==> src/rtl/rf_master_pkg.sv <==
// -----------------------------------------------------------------------------
// rf_master_pkg
// Shared definitions for the register-file initiator (reg_file_master) and the
// benches that exercise the register file:
//   - default data/address widths of the register-file port
//   - command opcode encodings carried on cmd_op
//   - the initiator FSM state type
// -----------------------------------------------------------------------------
package rf_master_pkg;

    // Default geometry of the register-file port: 16-bit data, 8 registers.
    localparam int DATA_W_DEF = 16;
    localparam int ADDR_W_DEF = 3;

    // Command opcodes on cmd_op.
    localparam logic [1:0] OP_WRITE = 2'd0;
    localparam logic [1:0] OP_READ  = 2'd1;
    localparam logic [1:0] OP_RMW   = 2'd2;
    localparam logic [1:0] OP_ILL   = 2'd3;

    // IDLE : waiting for a command (cmd_ready high)
    // WR   : one-cycle write of the command data
    // RD   : one-cycle read strobe
    // CAP  : register file returns RdData; capture it (and form the RMW sum)
    // WB   : one-cycle write-back of the RMW sum
    // RSP  : response offered until consumed
    typedef enum logic [2:0] {
        IDLE = 3'd0,
        WR   = 3'd1,
        RD   = 3'd2,
        CAP  = 3'd3,
        WB   = 3'd4,
        RSP  = 3'd5
    } state_t;

endpackage

==> src/rtl/reg_file_master.sv <==
// -----------------------------------------------------------------------------
// reg_file_master
// Initiator for the register-file port (WrData/Address/RdEn/WrEn -> RdData).
// Accepts one command at a time (WRITE, READ, READ-ADD-WRITE) on a valid/ready
// handshake, sequences the RdEn/WrEn strobes and returns one response per
// command on a second valid/ready handshake.
//
// Ports
//   CLK         in   clock, rising edge
//   RST         in   asynchronous reset, active low
//   cmd_valid   in   command present
//   cmd_ready   out  command accepted when cmd_valid && cmd_ready at CLK rise
//   cmd_op      in   0=WRITE 1=READ 2=RMW 3=illegal
//   cmd_addr    in   target register
//   cmd_data    in   write data (WRITE) or addend (RMW)
//   rsp_valid   out  response present, held until rsp_ready
//   rsp_ready   in   response consumed when rsp_valid && rsp_ready at CLK rise
//   rsp_data    out  WRITE: echo, READ: register value, RMW: value written
//   rsp_err     out  illegal opcode flag
//   rf_WrData   out  register file write data
//   rf_Address  out  register file address
//   rf_RdEn     out  register file read strobe
//   rf_WrEn     out  register file write strobe
//   rf_RdData   in   register file read data, valid the cycle after rf_RdEn
// -----------------------------------------------------------------------------
module reg_file_master
    import rf_master_pkg::*;
#(
    parameter int DATA_W = DATA_W_DEF,
    parameter int ADDR_W = ADDR_W_DEF
) (
    input  logic              CLK,
    input  logic              RST,
    input  logic              cmd_valid,
    output logic              cmd_ready,
    input  logic [1:0]        cmd_op,
    input  logic [ADDR_W-1:0] cmd_addr,
    input  logic [DATA_W-1:0] cmd_data,
    output logic              rsp_valid,
    input  logic              rsp_ready,
    output logic [DATA_W-1:0] rsp_data,
    output logic              rsp_err,
    output logic [DATA_W-1:0] rf_WrData,
    output logic [ADDR_W-1:0] rf_Address,
    output logic              rf_RdEn,
    output logic              rf_WrEn,
    input  logic [DATA_W-1:0] rf_RdData
);

    // Modular add: the carry out of the top bit is discarded.
    function automatic logic [DATA_W-1:0] wrap_add(
        input logic [DATA_W-1:0] a,
        input logic [DATA_W-1:0] b
    );
        return a + b;
    endfunction

    state_t            r_state;
    state_t            w_state_nxt;

    // Command fields latched at accept. The address is held in r_rf_Address,
    // which is loaded at accept and stays put for the whole command.
    logic [1:0]        r_op;
    logic [DATA_W-1:0] r_data;
    logic [DATA_W-1:0] r_sum;

    logic              r_rsp_valid;
    logic [DATA_W-1:0] r_rsp_data;
    logic              r_rsp_err;
    logic [DATA_W-1:0] r_rf_WrData;
    logic [ADDR_W-1:0] r_rf_Address;
    logic              r_rf_RdEn;
    logic              r_rf_WrEn;

    logic              w_accept;
    logic              w_rsp_hs;
    logic [DATA_W-1:0] w_sum;
    logic              w_rsp_load;
    logic [DATA_W-1:0] w_rsp_data_nxt;
    logic              w_rsp_err_nxt;

    assign w_accept  = cmd_valid && (r_state == IDLE);
    assign w_rsp_hs  = r_rsp_valid && rsp_ready;
    assign w_sum     = wrap_add(rf_RdData, r_data);

    assign cmd_ready  = (r_state == IDLE);
    assign rsp_valid  = r_rsp_valid;
    assign rsp_data   = r_rsp_data;
    assign rsp_err    = r_rsp_err;
    assign rf_WrData  = r_rf_WrData;
    assign rf_Address = r_rf_Address;
    assign rf_RdEn    = r_rf_RdEn;
    assign rf_WrEn    = r_rf_WrEn;

    // State register.
    always_ff @(posedge CLK or negedge RST) begin
        if (!RST) begin
            r_state <= IDLE;
        end else begin
            r_state <= w_state_nxt;
        end
    end

    // Next state plus the response value loaded on entry to RSP.
    always_comb begin
        w_state_nxt    = r_state;
        w_rsp_load     = 1'b0;
        w_rsp_data_nxt = '0;
        w_rsp_err_nxt  = 1'b0;
        case (r_state)
            IDLE: begin
                if (w_accept) begin
                    case (cmd_op)
                        OP_WRITE: w_state_nxt = WR;
                        OP_READ,
                        OP_RMW:   w_state_nxt = RD;
                        default: begin
                            w_state_nxt   = RSP;
                            w_rsp_load    = 1'b1;
                            w_rsp_err_nxt = 1'b1;
                        end
                    endcase
                end
            end
            WR: begin
                w_state_nxt    = RSP;
                w_rsp_load     = 1'b1;
                w_rsp_data_nxt = r_data;
            end
            RD: begin
                w_state_nxt = CAP;
            end
            CAP: begin
                if (r_op == OP_RMW) begin
                    w_state_nxt = WB;
                end else begin
                    w_state_nxt    = RSP;
                    w_rsp_load     = 1'b1;
                    w_rsp_data_nxt = rf_RdData;
                end
            end
            WB: begin
                w_state_nxt    = RSP;
                w_rsp_load     = 1'b1;
                w_rsp_data_nxt = r_sum;
            end
            RSP: begin
                if (w_rsp_hs) begin
                    w_state_nxt = IDLE;
                end
            end
            default: begin
                w_state_nxt = IDLE;
            end
        endcase
    end

    // Command latch and RMW sum. These never leave the block before being
    // copied into a reset register, so they carry no reset.
    always_ff @(posedge CLK) begin
        if (w_accept) begin
            r_op   <= cmd_op;
            r_data <= cmd_data;
        end
        if (r_state == CAP) begin
            r_sum <= w_sum;
        end
    end

    // Registered port outputs. Strobes are decoded from the next state so
    // that they line up exactly with the WR/RD/WB cycles. rsp_valid is
    // raised from the RSP state register, one cycle after entering RSP,
    // and drops on the handshake edge.
    always_ff @(posedge CLK or negedge RST) begin
        if (!RST) begin
            r_rf_WrEn    <= 1'b0;
            r_rf_RdEn    <= 1'b0;
            r_rf_Address <= '0;
            r_rf_WrData  <= '0;
            r_rsp_valid  <= 1'b0;
            r_rsp_data   <= '0;
            r_rsp_err    <= 1'b0;
        end else begin
            r_rf_WrEn   <= (w_state_nxt == WR) || (w_state_nxt == WB);
            r_rf_RdEn   <= (w_state_nxt == RD);
            r_rsp_valid <= (r_state == RSP) && !w_rsp_hs;
            if (w_accept) begin
                r_rf_Address <= cmd_addr;
            end
            if (w_accept && (cmd_op == OP_WRITE)) begin
                r_rf_WrData <= cmd_data;
            end else if ((r_state == CAP) && (r_op == OP_RMW)) begin
                r_rf_WrData <= w_sum;
            end
            if (w_rsp_load) begin
                r_rsp_data <= w_rsp_data_nxt;
                r_rsp_err  <= w_rsp_err_nxt;
            end
        end
    end

endmodule
==> config.mk <==
export PLATFORM = sky130hd
export DESIGN_NAME = reg_file_master
export DESIGN_NICKNAME = d
export VERILOG_FILES = /design/src/rtl/rf_master_pkg.sv /design/src/rtl/reg_file_master.sv
export SDC_FILE = /design/constraint.sdc
export NUM_CORES = 1
export LEC_CHECK = 0
export CORE_MARGIN = 3
export CORE_UTILIZATION = 25
export DETAILED_ROUTE_END_ITERATION = 12
export PLACE_DENSITY = 0.48
export SYNTH_ARGS = -nofsm -noshare
export SYNTH_HDL_FRONTEND = slang
export SYNTH_SLANG_ARGS = --single-unit
==> constraint.sdc <==
create_clock -name CLK -period 6.6 [get_ports CLK]
set_input_delay 1.32 -clock CLK [delete_from_list [all_inputs] [get_ports CLK]]
set_output_delay 1.32 -clock CLK [all_outputs]
set_load 0.005 [all_outputs]
==> run metrics <==
status=complete, no violations; Final setup viols=0; post-route insts no fill=581; number of nets in the layout=451; critical path's top delay family=simple AND/OR/NAND/NOR gates; commonest cells in the netlist=dfrtp_1 (42), edfxtp_1 (34), nor2_1 (27), a22oi_1 (22), a221o_1 (21); Mapped Cells=316; worst slew pin tran=1.22 ns; Post-CTS Hold Buffers=0; Layout area overhead=32.8%; area of the die=16600 um^2; Die Y=129 um; # Post-CTS Setup Buffers=0; CP Buf/Inv Count=2; Clock Sinks=76; Int Power=1380 uW; Synth top area share=27.8%; Total GRT Usage=13.3%; Via Count=2802; grt ovf=0; DR WL met2=5200 um; Clock Latency Late Sink=0.34 ns; WP data required=6.82 ns; most common cell in the netlist=dfrtp_1; Seq/Total Area, Yosys=54.8%; HP Class=reg -> reg; placed insts=565; Slew headroom=18.5%; CTS Buf Count=9; mux contribution to synthesized area=1.19%; CTS Buffer Depth=2; hold path depth=2; Synth cell types=48; Buffers on Ports=80; Seq pwr share=35.4%; minimum clock period=4.09 ns; switching pwr=691 uW; Leakage=0.00201 uW; Starting Density=25.8%; Syn Area/Cell=12.0 um^2; Synth Register Bits=76; WL met3=421 um; Detail Route Antenna Nets=0; fmax=244 MHz; Worst-path clk slew=0.06 ns; CTS tree=done; RSZ-0062 raised after global routing=false; area of the mapped netlist=3780 um^2; hpwl dp=7410 um; Post-synth EDFFs=34; fin crit share=62.0%; top cells by area, synth=dfrtp_1 (28%), edfxtp_1 (27%), ha_1 (5.6%), a221o_1 (5.6%), a22oi_1 (4.4%); antenna violations before repair=0; routability congestion estimate=0.770; FFs w/ async S/R, synth=55.3%; Levels on crit path=9; met1 WL=4700 um; CTS resizes=0; clock skew=0.00906 ns; switching part of the total power=33.3%; largest family of logic cells by synthesized area=compound AO/OA/AOI/OAI gates; core box area=14600 um^2; CP Cell Sequence=clkdlybuf4s50_1 -> inv_1 -> ha_1 -> nor2b_1 -> o21a_1 -> nor4_4 -> nor2_1 -> a22o_1 -> a21o_1; clock power share=23.4%; complex-gate fraction of the synthesized area=20.2%; DR DRC count=0; vias in the first global route=2960; Reg2Reg Depth=7; layout cell share with drive strength beyond 1=6.80%; CP Launch Type=input pin; CP endpoint kind=flop; simple-gate share of the synthesized area=10.7%; WL final=10600 um; Max Cap Violations=0; CTS Root Buffer Type=clkbuf_16; CP Max Fanout=17; Boundary Pins=81; Main synth FF type=dfrtp_1; Max stage delay on crit path=0.85 ns; Initial DRC Count=165; yosys warns=0; worst vdd ir=0.138 mV; xor/xnor cell area share of the yosys netlist=3.70%; final-report max-slew violation count=0; endpoints failing hold=0; Vias/cell=4.82; worst setup path class=in -> reg; Top Metal Used=met4; setup_tns=0 ns; Syn Nets=375; largest net degree at the start of global routing=43; Yosys top cell by area=dfrtp_1; CP arrival=4.31 ns; adder-cell share of the synthesized area=6.15%; die width=129 um; Cell Rows=44; logic gate share of total power=41.2%; drt first pass iters=4; average wire per standard cell=18.2 um; power per cell area=413 nW/um^2; CTS H-tree depth=3; Layout fillers=1459; Slowest cell on crit path=nor4_4; first-pass GRT wire length=16700 um; Core Util, Final=34.3%; diode count=0
-- worst min-delay path, cell delays in order, from the launching register on --
cell and delay, ns:
dfrtp_1 0.35, nand2_1 0.05, nand2_1 0.05
-- cell type report --
type                            count  area, um^2  area share, %
Sequential cell                    76        2070           41.2
Multi-Input combinational cell    215        1590           31.7
Timing Repair Buffer               83         818           16.3
Clock buffer                       11         233           4.63
Tap cell                          184         230           4.58
Clock inverter                      5        52.6           1.05
Inverter                            7        26.3          0.523
-- worst paths after layout --
path	startpoint	slack [ns]	end
worst max-delay path	cmd_op[1]	2.51	rf_WrData[9]$_DFFE_PN0P_
worst min-delay path	rf_WrData[6]$_DFFE_PN0P_	0.48	rf_WrData[6]$_DFFE_PN0P_
worst max register to register	r_state[1]$_DFF_PN0_	3.58	rf_WrData[9]$_DFFE_PN0P_
worst min register to register	rf_WrData[6]$_DFFE_PN0P_	0.48	rf_WrData[6]$_DFFE_PN0P_
max in group asynchronous	RST	4.79	rf_WrData[9]$_DFFE_PN0P_
min in group asynchronous	RST	1.14	rsp_valid$_DFF_PN0_
-- cell families after synthesis --
family	after synthesis
xor gates and xnor gates	16
muxes	4
and+or+nand+nor	78
DFF	76
AOI/OAI and AO/OA	99
adders and majority gates	18
buffers and inverters	25
-- layout by cell type (no fill, tap or decap), types with 4 or more instances in the layout --
cell type,n
a21o_1,9
a21oi_1,15
a221o_1,21
a22o_1,5
a22oi_1,22
and2_1,6
clkbuf_16,9
clkdlybuf4s50_1,79
dfrtp_1,42
edfxtp_1,34
ha_1,17
inv_1,7
mux2_2,4
nand2_1,19
nand3_1,4
nor2_1,27
nor2b_1,4
nor3_1,5
o21ai_0,6
xnor2_1,10
xor2_1,6
-- flip-flops by register name (all words and copies together), names as in the netlist --
signal / cells
r_data: 16
r_sum: 16
rf_WrData: 16
rsp_data: 16
r_state: 3
rf_Address: 3
r_op: 2
rf_RdEn: 1
rf_WrEn: 1
rsp_err: 1
rsp_valid: 1
-- power groups by stage --
| stage | Combinational (uW) | Clock [uW] | Sequential (uW) |
|---|---|---|---|
| after floorplan | 505 | 0 | 715 |
| after global placement | 853 | 0 | 746 |
| after detailed placement | 864 | 0 | 743 |
| after CTS | 867 | 495 | 738 |
| after global routing | 939 | 515 | 753 |
| final | 854 | 485 | 735 |
-- through the flow --
step	hold slack [ns]	cell area, um^2	power [uW]	setup slack [ns]
2_1_floorplan	0.463	3780	1220	3.37
3_3_place_gp	0.456	4740	1600	2.22
3_5_place_dp	0.458	4740	1610	2.12
4_1_cts	0.477	5020	2100	2.49
5_1_grt	0.522	5020	2210	2.31
6_report	0.477	5020	2070	2.51
-- layer usage --
metal	global-route usage, %	vias to the layer above
met5	0	-
met4	6.24	0
met2	21.8	66
met3	2.28	16
li1	-	1354
met1	17.2	1366
Note: power is estimated with default switching activity, not from simulation.
